--- src/rtl/centroid_tracker.sv ---
// centroid_tracker: greedy nearest-centroid track assignment with shift-based smoothing and L1 gating
module centroid_tracker #(
  parameter int ALPHA_SHIFT = 1,
  parameter int GATE_DIST = 64
) (
  input  logic        clk_in,
  input  logic        rst_in,
  input  logic [10:0] centroids_x_in [8],
  input  logic [9:0]  centroids_y_in [8],
  input  logic [2:0]  num_balls,
  input  logic        data_valid_in,
  output logic        busy_out,
  output logic        data_valid_out,
  output logic [10:0] tracks_x_out [8],
  output logic [9:0]  tracks_y_out [8],
  output logic [7:0]  dropped_count_out
);
  typedef enum logic [1:0] {IDLE, MATCH, COMMIT, DONE} state_t;
  state_t state, state_nx;
  logic [10:0] cx [8];
  logic [10:0] nx [8];
  logic [9:0] cy [8];
  logic [9:0] ny [8];
  logic [2:0] n, prev_n, t, c, best_c, sel_c;
  logic [7:0] claimed;
  logic [11:0] best_d, d, sel_d;
  logic initialized, take, row_end;
  logic signed [12:0] dx, ex;
  logic signed [11:0] dy, ey;
  logic [12:0] adx;
  logic [11:0] ady;
  logic [10:0] smooth_x;
  logic [9:0] smooth_y;

  assign busy_out = state != IDLE;
  assign dx = $signed({2'b0, cx[c]}) - $signed({2'b0, tracks_x_out[t]});
  assign dy = $signed({2'b0, cy[c]}) - $signed({2'b0, tracks_y_out[t]});
  assign adx = dx[12] ? 13'(-dx) : 13'(dx);
  assign ady = dy[11] ? 12'(-dy) : 12'(dy);
  assign d = adx[11:0] + ady;
  assign take = !claimed[c] && d < best_d;
  assign sel_d = take ? d : best_d;
  assign sel_c = take ? c : best_c;
  assign row_end = c == n;
  assign ex = $signed({2'b0, cx[sel_c]}) - $signed({2'b0, tracks_x_out[t]});
  assign ey = $signed({2'b0, cy[sel_c]}) - $signed({2'b0, tracks_y_out[t]});
  assign smooth_x = 11'($signed({2'b0, tracks_x_out[t]}) + (ex >>> ALPHA_SHIFT));
  assign smooth_y = 10'($signed({2'b0, tracks_y_out[t]}) + (ey >>> ALPHA_SHIFT));

  // state register
  always_ff @(posedge clk_in) state <= !rst_in ? IDLE : state_nx;

  // next state: a first frame or a ball-count change skips matching and reseeds
  always_comb begin
    state_nx = state;
    if (state == IDLE && data_valid_in) state_nx = (!initialized || num_balls != prev_n) ? COMMIT : MATCH;
    else if (state == MATCH && row_end && t == n) state_nx = COMMIT;
    else if (state == COMMIT) state_nx = DONE;
    else if (state == DONE) state_nx = IDLE;
  end

  // frame latch, one (track, candidate) pair per MATCH cycle, commit and drop counting
  always_ff @(posedge clk_in) begin
    if (!rst_in) begin
      data_valid_out <= 1'b0;
      dropped_count_out <= '0;
      initialized <= 1'b0;
      prev_n <= '0;
      n <= '0;
      t <= '0;
      c <= '0;
      best_c <= '0;
      best_d <= '1;
      claimed <= '0;
      for (int i = 0; i < 8; i++) begin
        tracks_x_out[i] <= '0;
        tracks_y_out[i] <= '0;
        cx[i] <= '0;
        cy[i] <= '0;
        nx[i] <= '0;
        ny[i] <= '0;
      end
    end else begin
      data_valid_out <= state == COMMIT;
      if (data_valid_in && state != IDLE && dropped_count_out != 8'hff) dropped_count_out <= dropped_count_out + 1'b1;
      if (state == IDLE && data_valid_in) begin
        cx <= centroids_x_in;
        cy <= centroids_y_in;
        nx <= centroids_x_in;
        ny <= centroids_y_in;
        n <= num_balls;
        claimed <= '0;
        t <= '0;
        c <= '0;
        best_d <= '1;
      end
      if (state == MATCH && row_end) begin
        claimed[sel_c] <= 1'b1;
        nx[t] <= sel_d <= 12'(GATE_DIST) ? smooth_x : cx[sel_c];
        ny[t] <= sel_d <= 12'(GATE_DIST) ? smooth_y : cy[sel_c];
        c <= '0;
        best_d <= '1;
        t <= t + 1'b1;
      end else if (state == MATCH) begin
        c <= c + 1'b1;
        best_d <= sel_d;
        best_c <= sel_c;
      end
      if (state == COMMIT) begin
        for (int i = 0; i < 8; i++) begin
          tracks_x_out[i] <= 3'(i) <= n ? nx[i] : '0;
          tracks_y_out[i] <= 3'(i) <= n ? ny[i] : '0;
        end
        initialized <= 1'b1;
        prev_n <= n;
      end
    end
  end
endmodule

--- config.mk ---
export PLATFORM = sky130hd
export DESIGN_NAME = centroid_tracker
export DESIGN_NICKNAME = d
export VERILOG_FILES = /design/src/rtl/centroid_tracker.sv
export SDC_FILE = /design/constraint.sdc
export NUM_CORES = 2
export LEC_CHECK = 0
export BUFFER_PORTS_ARGS = -buffer_cell sky130_fd_sc_hd__buf_2
export CAP_MARGIN = 25
export CORE_MARGIN = 3
export CORE_UTILIZATION = 52
export DETAILED_ROUTE_END_ITERATION = 16
export GPL_TIMING_DRIVEN = 0
export HOLD_SLACK_MARGIN = 0.12
export PLACE_DENSITY = 0.75
export SYNTH_ARGS = -nofsm -noshare
export SYNTH_HDL_FRONTEND = slang
export SYNTH_SLANG_ARGS = --single-unit
--- constraint.sdc ---
create_clock -name clk_in -period 17.94 [get_ports clk_in]
set_input_delay 0.897 -clock clk_in [delete_from_list [all_inputs] [get_ports clk_in]]
set_output_delay 0.897 -clock clk_in [all_outputs]
set_load 0.03 [all_outputs]
Yosys cells after proc, flatten, opt, wreduce, memory -nomap -nowiden
Cells that the tools add are included.
{"block": "classes", "n_addsub": 12, "n_lt_le_gt_ge": 17, "eq_ne": 7, "n_mux": 69, "n_bitwise": 6, "reduce_logical": 18}
{"operator": "88-bit 2-to-1 mux", "count": 3}
{"operator": "80-bit 2-to-1 mux", "count": 3}
{"operator": "11-bit 2-to-1 mux", "count": 16}
{"operator": "10-bit 2-to-1 mux", "count": 16}
{"operator": "11-bit binary-select mux with 3-bit select", "count": 3}
{"operator": "10-bit binary-select mux with 3-bit select", "count": 3}
{"operator": "88-bit bitwise mux", "count": 1}
{"operator": "80-bit bitwise mux", "count": 1}
{"operator": "12-bit 2-to-1 mux", "count": 5}
{"operator": "11-bit demux with 3-bit select", "count": 1}
{"operator": "10-bit demux with 3-bit select", "count": 1}
{"operator": "8-bit 2-to-1 mux", "count": 3}
{"operator": "11-bit by 11-bit subtractor with 12-bit output", "count": 2}
{"operator": "10-bit by 10-bit subtractor with 11-bit output", "count": 2}
{"operator": "12-bit adder", "count": 1}
{"operator": "4-bit greater-or-equal comparator (second input constant)", "count": 3}
{"operator": "12-bit by 7-bit <= comparator with 1-bit output (second input constant)", "count": 1}
{"operator": "3-bit <= comparator (first input constant)", "count": 4}
{"operator": "12-bit < comparator", "count": 1}
{"operator": "3-bit 2-to-1 mux", "count": 4}
{"operator": "11-bit negation with 12-bit output", "count": 1}
{"operator": "12-bit negation", "count": 1}
{"operator": "3-bit NOT with 4-bit output", "count": 3}
{"operator": "11-bit adder", "count": 1}
{"operator": "27 further kinds", "count": 49}
{"block": "word_totals", "ff_bits": 551, "inputBits": 174, "out_inout_bits": 178, "elab_cells": 188}

Longest topological paths before layout
{"block": "logic_depth", "ltp_word": 20, "depth_mapped": 62, "mapped_depth_nobuf": 56}

Worst setup path after synthesis
No wires, ideal clock.
{"block": "synth_path", "path_kind": "register to register", "startpoint": "register t[0]", "endpoint": "register nx[10] in the netlist's numbering", "setup_time_ns": 0.134, "arrival_ns": 10.917, "setup_slack_ns": 6.889, "path_stages_with_launch": 55, "path_buffers": 7, "period_less_slack_ns": 11.051, "path_cell_list": "dfxtp_1 -> clkbuf_1 -> buf_1 -> buf_1 -> clkbuf_1 -> buf_1 -> mux2i_1 -> nor2_1 -> nor3_1 -> ha_1 -> nor2b_1 -> o21ai_0 -> a21boi_0 -> o21ai_0 -> nand2b_1 -> xor2_1 -> or4_1 -> nor3_1 -> [... 19 more ...] -> nor2b_1 -> o21ai_0 -> a21boi_0 -> o21ai_0 -> nand2b_1 -> a21oi_1 -> nor2_1 -> o21ai_0 -> nand2b_1 -> a21oi_1 -> xnor2_1 -> ha_1 -> a21o_1 -> a31oi_1 -> xnor2_1 -> nor3_1 -> mux2i_2 -> o22ai_1"}
{"block": "synth_via", "elab_chain_len": 20, "elab_cells_between_ends": 33}
{"item": "start: declaration", "line": "24", "source": "logic [2:0] n, prev_n, t, c, best_c, sel_c;"}
{"item": "start signal: assignment", "line": "103", "source": "t <= t + 1'b1;"}
{"item": "3-bit NOT with 4-bit output *"}
{"item": "11-bit binary-select mux with 3-bit select or 10-bit binary-select mux with 3-bit select (tied branches)"}
{"item": "11-bit 2-to-1 mux (not written as such) or 10-bit 2-to-1 mux (tied branches) (2 in a row)"}
{"item": "11-bit by 11-bit subtractor with 12-bit output or 10-bit by 10-bit subtractor with 11-bit output (tied branches)", "line": "36, 37"}
{"item": "12-bit negation or 11-bit negation with 12-bit output (tied branches)", "line": "38, 39"}
{"item": "12-bit 2-to-1 mux (on tied branches)", "line": "38, 39"}
{"item": "12-bit adder", "line": "40", "source": "assign d = adx[11:0] + ady;"}
{"item": "12-bit < comparator", "line": "41", "source": "assign take = !claimed[c] && d < best_d;"}
{"item": "[... 2 more ...]"}
{"item": "3-bit NOT with 4-bit output (not written as such)", "line": "45, 99"}
{"item": "11-bit binary-select mux with 3-bit select", "line": "45, 99"}
{"item": "11-bit 2-to-1 mux (not written as such) (2 in a row)", "line": "45, 99"}
{"item": "11-bit by 11-bit subtractor with 12-bit output", "line": "45", "source": "assign ex = $signed({2'b0, cx[sel_c]}) - $signed({2'b0, tracks_x_out[t]});"}
{"item": "11-bit adder", "line": "47", "source": "assign smooth_x = 11'($signed({2'b0, tracks_x_out[t]}) + (ex >>> ALPHA_SHIFT));"}
{"item": "11-bit 2-to-1 mux", "line": "99", "source": "nx[t] <= sel_d <= 12'(GATE_DIST) ? smooth_x : cx[sel_c];"}
{"item": "88-bit bitwise mux *", "line": "99"}
{"item": "88-bit 2-to-1 mux *", "line": "97", "source": "if (state == MATCH && row_end) begin"}
{"item": "end signal: assignment", "line": "89", "source": "nx <= centroids_x_in;"}
{"item": "end signal: indexed assignment", "line": "99"}
{"item": "end: declaration", "line": "21", "source": "logic [10:0] nx [8];"}
Mark *: on every way between the ends. The rest lies on a longest branch, timed or not. The select of a mux whose other input is x is not followed.
A chain may end at the register's enable or synchronous reset.

Final worst setup path
{"block": "layout_path", "startpoint": "register t[0]", "endpoint": "register nx[43] in the netlist's numbering"}
The elaborated chain is that of the path after synthesis.

==> results_dict.tcl <==
set metrics [dict create \
    status "complete, no violations" \
    sequential_cell_area_fraction_in_the_yosys_report_pct 38.9 \
    first_pass_grt_wire_length_um 185000 \
    filler_cell_count 5082 \
    synth_enable_flop_cells 0 \
    htree_num_levels 2 \
    period_minus_slack_ns 15.36 \
    drt-wirelength-per-cell_um 27.1 \
    final_ant_viol_nets 0 \
    netlist-cell-type-count 68 \
    timing.hold.worst.start "ny[74]" \
    synth_commonest_cells "sky130_fd_sc_hd__nand2_1 (1017), sky130_fd_sc_hd__dfxtp_1 (551), sky130_fd_sc_hd__a21oi_1 (487), sky130_fd_sc_hd__nor2_1 (289), sky130_fd_sc_hd__clkbuf_1 (238)" \
    hp-class "flip-flop to flip-flop" \
    die-width_um 240 \
    crit_slowest_cell "sky130_fd_sc_hd__buf_1" \
    static-leakage-power_nw 14.2 \
    cts_sinks 551 \
    drc_errors 0 \
    flops_latches_synth 551 \
    synth_largest_area_cell "sky130_fd_sc_hd__dfxtp_1" \
    initial_antenna_violation_count 1 \
    post_route_cells_drive_above_1_share_pct 14.8 \
    crit_required_ns 18.41 \
    crit_start "t[0]" \
    mappedNetlistArea_mm2 0.0284 \
    drt_first_iter_violations 4695 \
    drt_first_pass_iters 7 \
    power_density_normalized_to_cell_area_mw_per_mm2 145 \
    type_of_the_setup_path_with_the_least_slack "flip-flop to flip-flop" \
    cts_inserted_buffers 56 \
    clock_insertion_delay_worst_skew_ns 0.65 \
    post-cts-setup-buffer-count 0 \
    fp-row-count 84 \
    design.portCount 352 \
    port_buffers 351 \
    seqCellArea_mm2 0.0110 \
    vias_per_cell 6.31 \
    synth_fp_nets 4004 \
    chipHeight_um 240 \
    clkSlewWorstSetupHoldPaths_ns 0.06 \
    total_power_mw 4.79 \
    final_core_utilization_pct 62.1 \
    cts_buffer_depth 3 \
    worst_setup_end_kind "flip-flop" \
    ctsHoldBuffers 0 \
    final_net_count 4436 \
    total_routed_wirelength_um 133000 \
    slew_viol_final 0 \
    gp_congestion 1.05 \
    max-slew-margin-rel_pct 21.6 \
    cts_resized 0 \
    worst_r2r_src "t[0]" \
    multi_input_area_mm2 0.0160 \
    setup_tns_ns 0 \
    min_period_over_period_pct 85.6 \
    critical_path_peak_fanout 10 \
    worstPathArrival_ns 15.83 \
    upper_clock_frequency_limit_mhz 65.1 \
    area.growth.synth_to_final_pct 16.6 \
    irDropWorstVdd_mv 0.232 \
    rsz_0062_raised_after_global_routing "false" \
    first_global_vias 27284 \
    syn_avg_cell_area_um2 7.59 \
    synth_top_area_share_pct 38.9 \
    synth_top_flop_cell "sky130_fd_sc_hd__dfxtp_1" \
    start_util_pct 53.2 \
    die_area_mm2 0.0574 \
    cts_tree "yes" \
    timing.critical_path.from_type "flip-flop" \
    routed-via-count 30903 \
    crit_path_max_delay_family "buffers and inverters" \
    critical_path.max_stage_delay_ns 0.79 \
    globalRoute.totalOverflow 0 \
    pin_count_of_the_biggest_net_entering_global_routing 16 \
    cts_root_buf "sky130_fd_sc_hd__clkbuf_16" \
    dp.final_hpwl_um 106000 \
    worst-slew-pin-transition_ns 1.15 \
    setup_viol 0 \
    yosysWarnings 0 \
    synthMostInstantiatedCell "sky130_fd_sc_hd__nand2_1" \
    path_buf_inv 9 \
    fin_worst_skew_ns 0.0352 \
    groute.usage.overall_pct 44.5 \
    maxCapViolations 0 \
    timing_hold_violations_final 0 \
    synth.top_cells.by_area "sky130_fd_sc_hd__dfxtp_1 (39%), sky130_fd_sc_hd__nand2_1 (13%), sky130_fd_sc_hd__a21oi_1 (8.6%), sky130_fd_sc_hd__ha_1 (3.9%), sky130_fd_sc_hd__nor2_1 (3.8%)" \
    asyncSetResetFlopFracSynth_pct 0 \
    synth_cells 3735 \
    design.core.area_mm2 0.0533 \
    hold_slack_ns 0.463 \
]
==> final cells by class <==
type | instances | share of cell area, %
Inverter | 73 | 0.828
Tap cell | 688 | 2.60
Antenna cell | 2 | 0.0151
Clock inverter | 23 | 0.832
Buffer | 277 | 3.23
Timing Repair Buffer | 374 | 5.89
Multi-Input combinational cell | 2834 | 48.4
Clock buffer | 79 | 4.89
Sequential cell | 551 | 33.4
==> worst register-to-register path, delay by kind of cell, from the launching register on <==
family	cells	cell delay, ns
XOR/XNOR	3	0.50
multiplexers	3	1.40
buffers and inverters	9	4.57
AND/OR/NAND/NOR	18	3.42
flip-flops	1	0.34
AO/OA/AOI/OAI	16	3.45
adder cells (fa/ha/maj)	5	1.54
==> metal layers <==
metal | track usage, % | vias to the layer above | part of all wire [%] | wire, um
met5 | 0 | - | 0.032 | 43
met4 | 21.7 | 6 | 6.2 | 8290
met3 | 17.4 | 429 | 16 | 21600
met2 | 63.0 | 2298 | 40 | 53500
met1 | 59.1 | 14473 | 37 | 49300
li1 | - | 13697 | - | -
==> worst paths after layout <==
path	end	slack [ns]	cells past startpoint
setup / recovery	nx[43]	2.58	54
hold / removal	tracks_y_out[74]	0.46	2
setup reg to reg	nx[43]	2.58	54
hold reg to reg	tracks_y_out[74]	0.46	2
==> registers in the layout (all words and copies together) (netlist names), 12 cells and up <==
signal	count
tracks_y_out	80
nx	88
cy	80
tracks_x_out	88
cx	88
ny	80
best_d	12
==> cells in the final DEF, fill, tap and decap left out, drive strengths merged, types with 11 or more instances in the layout <==
| master | netlist | routed |
|---|---|---|
| nand2b | 13 | 13 |
| o21bai | 16 | 16 |
| nor2b | 11 | 11 |
| a31o | 20 | 20 |
| a21o | 16 | 16 |
| xor2 | 35 | 35 |
| o22ai | 21 | 21 |
| a22oi | 132 | 132 |
| nand2 | 1018 | 1018 |
| mux2 | 42 | 42 |
| inv | 72 | 75 |
| a211oi | 11 | 11 |
| nor3b | 18 | 18 |
| clkinv | 1 | 15 |
| xnor2 | 51 | 51 |
| a21oi | 500 | 500 |
| o21ai | 117 | 117 |
| mux2i | 44 | 44 |
| o21a | 12 | 12 |
| mux4 | 46 | 46 |
| nor2 | 289 | 289 |
| nor3 | 37 | 37 |
| ha | 88 | 88 |
| and3 | 25 | 25 |
| nand3 | 163 | 163 |
| dfxtp | 551 | 551 |
| clkbuf | 238 | 321 |
| buf | 39 | 409 |
| a311oi | 16 | 16 |
==> kinds of logic after synthesis <==
logic type | after synthesis | synth area share (%)
XOR/XNOR | 86 | 2.66
flip-flops | 551 | 38.9
AND/OR/NAND/NOR | 1608 | 23.2
multiplexers | 132 | 6.96
adder cells (fa/ha/maj) | 95 | 4.38
buffers and inverters | 350 | 4.74
AO/OA/AOI/OAI | 913 | 19.2
==> report_power, final <==
| part | internal, mW | switching, mW | total, mW | leakage [nW] |
|---|---|---|---|---|
| logic | 0.709 | 1.41 | 2.12 | 8.77 |
| registers | 1.33 | 0.112 | 1.44 | 4.49 |
| clock network | 0.701 | 0.529 | 1.23 | 0.939 |
| total | 2.74 | 2.06 | 4.79 | 14.2 |
==> through the flow <==
| stage | cells | worst slack, ns | area, um2 |
|---|---|---|---|
| floorplan | 3735 | 6.89 | 28400 |
| global placement | 4774 | 2.75 | 31000 |
| detailed placement | 4790 | 3.14 | 31100 |
| CTS | 4892 | 3.06 | 33000 |
| global route | 4899 | 2.07 | 33100 |
| finish | 4901 | 2.58 | 33100 |
(Power assumes the default switching activity.)
